==> src/rtl/pong_pkg.sv <==
// rtl/pong_pkg.sv - VGA 640x480@60 timing constants, colours and reset snapshot for the Pong renderer
package pong_pkg;

    localparam logic [9:0] SCREEN_WIDTH  = 10'd640;
    localparam logic [9:0] SCREEN_HEIGHT = 10'd480;

    localparam logic [9:0] H_FRONT_PORCH = 10'd16;
    localparam logic [9:0] H_SYNC_PULSE  = 10'd96;
    localparam logic [9:0] H_BACK_PORCH  = 10'd48;
    localparam logic [9:0] H_TOTAL       = SCREEN_WIDTH + H_FRONT_PORCH + H_SYNC_PULSE + H_BACK_PORCH;
    localparam logic [9:0] H_SYNC_START  = SCREEN_WIDTH + H_FRONT_PORCH;
    localparam logic [9:0] H_SYNC_END    = H_SYNC_START + H_SYNC_PULSE;

    localparam logic [9:0] V_FRONT_PORCH = 10'd10;
    localparam logic [9:0] V_SYNC_PULSE  = 10'd2;
    localparam logic [9:0] V_BACK_PORCH  = 10'd33;
    localparam logic [9:0] V_TOTAL       = SCREEN_HEIGHT + V_FRONT_PORCH + V_SYNC_PULSE + V_BACK_PORCH;
    localparam logic [9:0] V_SYNC_START  = SCREEN_HEIGHT + V_FRONT_PORCH;
    localparam logic [9:0] V_SYNC_END    = V_SYNC_START + V_SYNC_PULSE;

    localparam logic [5:0] COLOR_BALL       = 6'b111111;
    localparam logic [5:0] COLOR_PADDLE     = 6'b001100;
    localparam logic [5:0] COLOR_OPP_PADDLE = 6'b110000;
    localparam logic [5:0] COLOR_NET        = 6'b101010;
    localparam logic [5:0] COLOR_BACKGROUND = 6'b000000;

    localparam logic [9:0] RESET_BALL_X   = 10'd320;
    localparam logic [9:0] RESET_BALL_Y   = 10'd240;
    localparam logic [9:0] RESET_PADDLE_Y = 10'd210;

    typedef struct packed {
        logic [9:0] ball_x;
        logic [9:0] ball_y;
        logic [9:0] paddle_y;
        logic [9:0] opp_paddle_y;
    } snapshot_t;

    localparam snapshot_t RESET_SNAPSHOT = '{
        ball_x:       RESET_BALL_X,
        ball_y:       RESET_BALL_Y,
        paddle_y:     RESET_PADDLE_Y,
        opp_paddle_y: RESET_PADDLE_Y
    };

    // 11-bit compare so start+size cannot wrap for any 10-bit position
    function automatic logic in_span(input logic [10:0] pos, input logic [10:0] start,
                                     input logic [10:0] size);
        return (pos >= start) && (pos < start + size);
    endfunction

endpackage

==> src/rtl/vga_timing.sv <==
// rtl/vga_timing.sv - 800x525 h/v counters with raw sync, active and frame strobes
module vga_timing
    import pong_pkg::*;
(
    input  logic       i_clk,
    input  logic       i_rst_n,
    output logic [9:0] o_h,
    output logic [9:0] o_v,
    output logic       o_hsync,
    output logic       o_vsync,
    output logic       o_active,
    output logic       o_frame_start,
    output logic       o_frame_load
);

    logic [9:0] r_h;
    logic [9:0] r_v;
    logic       w_h_last;
    logic       w_v_last;

    assign w_h_last = (r_h == H_TOTAL - 10'd1);
    assign w_v_last = (r_v == V_TOTAL - 10'd1);

    always_ff @(posedge i_clk or negedge i_rst_n) begin
        if (!i_rst_n) begin
            r_h <= '0;
            r_v <= '0;
        end else begin
            r_h <= w_h_last ? '0 : r_h + 10'd1;
            if (w_h_last) begin
                r_v <= w_v_last ? '0 : r_v + 10'd1;
            end
        end
    end

    assign o_h           = r_h;
    assign o_v           = r_v;
    assign o_hsync       = !((r_h >= H_SYNC_START) && (r_h < H_SYNC_END));
    assign o_vsync       = !((r_v >= V_SYNC_START) && (r_v < V_SYNC_END));
    assign o_active      = (r_h < SCREEN_WIDTH) && (r_v < SCREEN_HEIGHT);
    assign o_frame_start = (r_h == '0) && (r_v == SCREEN_HEIGHT);
    // High on the edge that moves the counters into (0, 480)
    assign o_frame_load  = w_h_last && (r_v == SCREEN_HEIGHT - 10'd1);

endmodule

==> src/rtl/pong_video_gen.sv <==
// rtl/pong_video_gen.sv - Pong playfield renderer; optional dashed centre net under PONG_CENTER_NET_EN
module pong_video_gen
    import pong_pkg::*;
#(
    parameter int BALL_SIZE     = 10,
    parameter int PADDLE_WIDTH  = 10,
    parameter int PADDLE_HEIGHT = 60,
    parameter int PADDLE_X      = 0,
    parameter int OPP_PADDLE_X  = 630
) (
    input  logic       clk,
    input  logic       rst_n,
    input  logic [9:0] ball_x,
    input  logic [9:0] ball_y,
    input  logic [9:0] paddle_y,
    input  logic [9:0] opp_paddle_y,
    output logic       hsync,
    output logic       vsync,
    output logic [5:0] rgb,
    output logic       video_active,
    output logic       frame_tick
);

    logic [9:0]  w_h;
    logic [9:0]  w_v;
    logic        w_hsync;
    logic        w_vsync;
    logic        w_active;
    logic        w_frame_start;
    logic        w_frame_load;
    logic [10:0] w_h11;
    logic [10:0] w_v11;
    logic        w_ball_hit;
    logic        w_paddle_hit;
    logic        w_opp_hit;
    logic        w_net_hit;
    logic [5:0]  w_rgb;
    snapshot_t   r_snap;

    vga_timing u_timing (
        .i_clk         (clk),
        .i_rst_n       (rst_n),
        .o_h           (w_h),
        .o_v           (w_v),
        .o_hsync       (w_hsync),
        .o_vsync       (w_vsync),
        .o_active      (w_active),
        .o_frame_start (w_frame_start),
        .o_frame_load  (w_frame_load)
    );

    // Positions are frozen for a whole frame so objects never tear mid-scan
    always_ff @(posedge clk or negedge rst_n) begin
        if (!rst_n) begin
            r_snap <= RESET_SNAPSHOT;
        end else if (w_frame_load) begin
            r_snap <= '{ball_x: ball_x, ball_y: ball_y, paddle_y: paddle_y,
                        opp_paddle_y: opp_paddle_y};
        end
    end

    assign w_h11 = {1'b0, w_h};
    assign w_v11 = {1'b0, w_v};

    assign w_ball_hit   = in_span(w_h11, {1'b0, r_snap.ball_x}, 11'(BALL_SIZE)) &&
                          in_span(w_v11, {1'b0, r_snap.ball_y}, 11'(BALL_SIZE));
    assign w_paddle_hit = in_span(w_h11, 11'(PADDLE_X), 11'(PADDLE_WIDTH)) &&
                          in_span(w_v11, {1'b0, r_snap.paddle_y}, 11'(PADDLE_HEIGHT));
    assign w_opp_hit    = in_span(w_h11, 11'(OPP_PADDLE_X), 11'(PADDLE_WIDTH)) &&
                          in_span(w_v11, {1'b0, r_snap.opp_paddle_y}, 11'(PADDLE_HEIGHT));

`ifdef PONG_CENTER_NET_EN
    assign w_net_hit = ((w_h == 10'd319) || (w_h == 10'd320)) && !w_v[4];
`else
    assign w_net_hit = 1'b0;
`endif

    always_comb begin
        w_rgb = COLOR_BACKGROUND;
        if (w_active) begin
            if (w_ball_hit) begin
                w_rgb = COLOR_BALL;
            end else if (w_paddle_hit) begin
                w_rgb = COLOR_PADDLE;
            end else if (w_opp_hit) begin
                w_rgb = COLOR_OPP_PADDLE;
            end else if (w_net_hit) begin
`ifdef PONG_CENTER_NET_EN
                w_rgb = COLOR_NET;
`else
                w_rgb = COLOR_BACKGROUND;
`endif
            end
        end
    end

    always_ff @(posedge clk or negedge rst_n) begin
        if (!rst_n) begin
            hsync        <= 1'b1;
            vsync        <= 1'b1;
            rgb          <= '0;
            video_active <= 1'b0;
            frame_tick   <= 1'b0;
        end else begin
            hsync        <= w_hsync;
            vsync        <= w_vsync;
            rgb          <= w_rgb;
            video_active <= w_active;
            frame_tick   <= w_frame_start;
        end
    end

endmodule

==> config.mk <==
export PLATFORM = sky130hd
export DESIGN_NAME = pong_video_gen
export DESIGN_NICKNAME = d
export VERILOG_FILES = /design/src/rtl/pong_pkg.sv /design/src/rtl/vga_timing.sv /design/src/rtl/pong_video_gen.sv
export SDC_FILE = /design/constraint.sdc
export NUM_CORES = 1
export LEC_CHECK = 0
export BUFFER_PORTS_ARGS = -buffer_cell sky130_fd_sc_hd__buf_4
export CORE_MARGIN = 2
export CORE_UTILIZATION = 54
export DETAILED_ROUTE_END_ITERATION = 12
export PLACE_DENSITY_LB_ADDON = 0.2
export SYNTH_ARGS = -nofsm -noshare
export SYNTH_HDL_FRONTEND = slang
export SYNTH_SLANG_ARGS = --single-unit
export TNS_END_PERCENT = 10
==> constraint.sdc <==
create_clock -name clk -period 2.3 [get_ports clk]
set_input_delay 0.46 -clock clk [delete_from_list [all_inputs] [get_ports clk]]
set_output_delay 0.46 -clock clk [all_outputs]
set_load 0.05 [all_outputs]
---- Word level (Yosys, flattened, before mapping) ----
Index checks and enable logic that the tools add are counted.
cells by class
  add/subtract/negate cells ............... 6
  $lt $le $gt $ge ......................... 18
  equal/unequal tests ..................... 4
  muxes and demuxes ....................... 6
  reductions and logical operators ........ 17
operators by type and width
  cell                   number
  $lt 10x11->1           4
  $ge 10x10->1           4
  $lt 10x10->1 const B   3
  $mux 6                 4
  $add 10x4->11 const B  2
  $add 10x6->11 const B  2
  $add 10x1->10 const B  2
  $eq 10x10->1 const B   2
  $eq 10x9->1 const B    2
  $ge 10x10->1 const B   2
  $lt 10x9->1 const B    2
  $mux 10                2
  $logic_and 1x1->1      14
  $ge 10x1->1 const B    1
  $ge 10x9->1 const B    1
  $logic_not 10->1       1
  $lt 10x4->1 const B    1
  $logic_not 1->1        2
word-level totals
  register bits ........................... 70

---- Depth between registers and ports, before layout ----
  depth in word-level cells ............... 8
  gate-level depth with buffers ........... 12

---- Cells and area by module ----
From an unflattened synthesis, not the netlist that was laid out.
second synthesis, totals
  cell total of the unflattened synthesis .. 537
  area total of the unflattened synthesis .. 4,972.3 sq um
modules (own cells, without submodules)
  module          instances  cells each  area an instance (sq um)
  pong_video_gen  1          423         3,824.9
  vga_timing      1          114         1,147.4

---- Worst setup path before layout ----
No wires, ideal clock.
  path kind ............................... register to register
  start ................................... register r_snap[26] (netlist name)
  end ..................................... register rgb[4]
  data arrival time ....................... 2.261 ns
  required time ........................... 2.235 ns
  slack ................................... -0.026 ns
  cell stages (with the launch flop) ...... 12
  clock period less this slack ............ 2.326 ns
  cell sequence ........................... dfstp_2 inv_1 nor4_1 xnor2_1 ha_1 a21o_1 o311ai_0 o2111ai_1 a21oi_1 o31ai_1 nor4_2 a31o_2
on the way
  longest elaborated chain between the ends .. 6
ends and longest elaborated chain
  item                      RTL line               RTL
  start: declaration        pong_video_gen.sv:38   snapshot_t r_snap;
  start signal: assignment  pong_video_gen.sv:57   r_snap <= '{ball_x: ball_x, ball_y: ball_y, paddle_y: paddle_y,
  $add 10x4->11             pong_pkg.sv:48         return (pos >= start) && (pos < start + size);
  $lt 10x11->1              pong_pkg.sv:48
  $logic_and 1x1->1 (*)     pong_pkg.sv:48
  $logic_and 1x1->1 (*)     pong_video_gen.sv:65   assign w_ball_hit = in_span(w_h11, {1'b0, r_snap.ball_x}, 11'(BALL_SIZE)) &&
  $mux 6 (*)                pong_video_gen.sv:81   if (w_ball_hit) begin
  $mux 6 (*)                pong_video_gen.sv:80   if (w_active) begin
  via w_rgb[4]              pong_video_gen.sv:37   logic [5:0] w_rgb;
  end signal: assignment    pong_video_gen.sv:107  rgb <= w_rgb;
  end: declaration          pong_video_gen.sv:19   output logic [5:0] rgb,
Mark *: on every way through the listed nets, which the timed path passes. The rest lies on a longest branch.
A chain may end at the register's enable or synchronous reset.

---- Worst setup path in the final report ----
  start ................................... register r_snap[22] (netlist name)
  end ..................................... register rgb[4]
Same word-level chain as after synthesis.

==> impl_results.md <==
- Vias: between 3k and 4k
- Routed len/inst: approximately 16 um
- Die Span Y: a little over 100 um
- Clock latency on the worst-skew pair: 360 ps
- Initial antenna violation count: 0
- Pins Over Slew Limit: 0
- Ports: 52
- Worst IR Drop VDD: around 310 uV
- DRC: 0
- Crit-path max FO: 3
- Starting density of the core: a little under three fifths
- Clock slew at reported path FFs: ~80 ps
- CTS tree: done
- Clock Tree Buf Depth: 2
- Failing checks: negative setup slack
- Die width: 101.6 um
- RePlAce Congestion: 0.9293
- Max_slew headroom: between 40% and 50%
- Synth top area share: around a quarter
- Synth Area in Adders: 19.96%
- Unrepaired setup endpoints after global routing: true
- Worst-Margin Slew: ~850 ps
- Clock sink count: 67
- Compound-Gate Fraction of Synth Area: between 10% and 20%
- Setup violations, final: 3
- Max cap viols: 0
- Post-synthesis cell type count: 49
- Yosys top cell by area: dfrtp_1
- Hold WC Path Type: in2async
- Core area: between 9000 and 10,000 um^2
- Mapped Nets: just over 600
- Overall power: 2.519 mW
- Synth Area in XOR/XNOR: around 6.3%
- Worst clock skew: ~8.5 ps
- Wirelength, routed: 11,320 um
- Area delta synth->final: 20.49%
- CTS Buf Count: 9
- H-tree levels: 3
- First-pass GRT wire length: around 19,000 um
- DRT antenna net count: 0
- Post-route setup slack: -149.5 ps
- Outcome: complete, but fails checks
- Final period util: 106.5%
- Crit. End Element: flip-flop
- WP data arrival: about 2800 ps
- Simple logic cell fraction of the synthesized area: 11.85%
- Syn avg cell area: 10.51 um^2
- Drt initial violations: between 90 and 100
- Largest family of logic cells by synthesized area: adder cells
- Worst Reg-to-Reg Cells: 13
- Startpoint types: flip-flop
- Antenna diode count: 0
- Pwr dens: approximately 410 nW/um^2
- Leakage: between 3 and 4 nW
- Final Net Count: 720
- Layout cells sized above 1: between 30% and 40%
- Fmax: 0.4082 GHz
- # hold bufs at CTS: 0
- Post-synth EDFFs: 0
- Crit Path Class: reg2reg
- Synth area leaders: dfrtp_1, ha_1, mux2_4
- Setup TNS: -362.4 ps
- Largest net degree at the start of global routing: 68
- Rows: 35
- Synth cell count leaders: ha_1, dfrtp_1, inv_1, mux2_4, xnor2_1
- Ys async rst share: 100.0%
- CP required: about 2600 ps
- Gr usage total: between 20% and 30%
- Mux cell area share after synthesis: around an eighth
- DR vias/cell: 5.449
- Pre-antenna DRT Iters: 4
- GR Overflow Total: 0
- Fin. Hold Viols: 0
- Cells after Synth: approximately 490
- Die area: slightly above 10,000 um^2
- Vias in the first global route: roughly 3.9k
- Port buffer count: 51
- Synth Cell Area: 5141 um^2
- Number of synthesized register bits: 67
- Register area share after synthesis: about a third
- CTS root buf: clkbuf_8
- Most common cell in the netlist: ha_1
- Synth warn: 0
- Minimum clock period: ~2400 ps
- Ys flop type: dfrtp_1
- Detail Placement HPWL: approximately 8700 um
[what timing repair did]
item | CTS | global route
setup buffers | 0 | 3
endpoints found under the setup margin | 3 | 22
resized for setup | 5 | 3
pin swaps | 1 | 1
endpoints found under the hold margin | 0 | 0
[report_power, final]
group	switching, mW	total (mW)	internal, mW
clock network	0.488	0.876	0.388
registers	0.0365	1.26	1.22
logic	0.167	0.382	0.214
[metrics by stage]
stage	worst slack, ps	util, %	cells	instance area (um^2)	hold slack, ps
2_1_floorplan	6.458	-	489	5147	164.4
3_3_place_gp	-183.5	64.75	711	5983	496.8
3_5_place_dp	-284.0	64.75	711	5983	498.2
4_1_cts	-140.5	66.64	727	6157	250.0
5_1_grt	-335.8	67.04	730	6195	292.1
6_report	-149.5	67.04	730	6195	204.7
[cell usage in the layout, fill, tap and decap left out, drive strengths merged, types with 5 or more instances in the layout]
cell type	synthesis	routed
o21ai	22	22
nand4	11	11
ha	82	82
nor4	7	7
and3	5	5
nand3	20	20
nand2	26	26
a21oi	28	28
nor2	24	24
a21o	13	13
clkbuf	4	11
dfstp	16	16
xnor2	29	29
xor2	8	8
mux2	41	41
inv	45	45
buf	7	107
dfrtp	51	51
nor3	6	6
[worst max-delay path: stages (launching register included)]
cell and delay (ps):
dfrtp_1 410, ha_1 220, o21ai_2 80, or3_1 330
xnor2_1 150, ha_1 180, a21o_1 170, o311ai_2 80
o2111ai_1 140, a21oi_1 150, o31ai_1 100, nor4_2 130
buf_4 160, a31o_2 90
[sequential cells by signal (all words and copies together) (netlist names)]
name          flops
r_snap           40
u_timing.o_h     10
u_timing.o_v     10
rgb               3
frame_tick        1
hsync             1
video_active      1
vsync             1
[layout make-up]
cell class	instances	area, um^2
Clock buffer	11	131.4
Clock inverter	5	31.28
Fill cell	720	3045
Inverter	45	168.9
Multi-Input combinational cell	366	3189
Sequential cell	67	1697
Tap cell	129	161.4
Timing Repair Buffer	107	815.8
[kinds of logic after synthesis]
kind of cell | Yosys count
flip-flops | 67
AO/OA/AOI/OAI | 92
XOR/XNOR | 37
AND/OR/NAND/NOR | 114
buffers and inverters | 56
adder cells (fa/ha/maj) | 82
multiplexers | 41
[layer usage]
| layer | vias to the layer above | wire length [um] | global-route usage [%] |
|---|---|---|---|
| met2 | 72 | 5420 | 38.97 |
| met3 | 18 | 325 | 2.692 |
| met1 | 1918 | 5393 | 31.73 |
| li1 | 1970 | - | - |
| met5 | - | 0 | 0 |
| met4 | 0 | 179 | 7.588 |
[path summary, 6_finish.rpt]
path / startpoint / end / slack (ps)
max: r_snap[22]$_DFFE_PN0P_ / rgb[4]$_DFF_PN0_ / -150
max reg2reg: r_snap[22]$_DFFE_PN0P_ / rgb[4]$_DFF_PN0_ / -150
min in group clk: opp_paddle_y[7] / r_snap[7]$_DFFE_PN1P_ / 320
min reg2reg: r_snap[18]$_DFFE_PN0P_ / r_snap[18]$_DFFE_PN0P_ / 510
max in group asynchronous: rst_n / r_snap[5]$_DFFE_PN0P_ / 1540
min: rst_n / u_timing.o_h[0]$_DFF_PN0_ / 200
No activity file was read; power rests on OpenSTA's default activity.
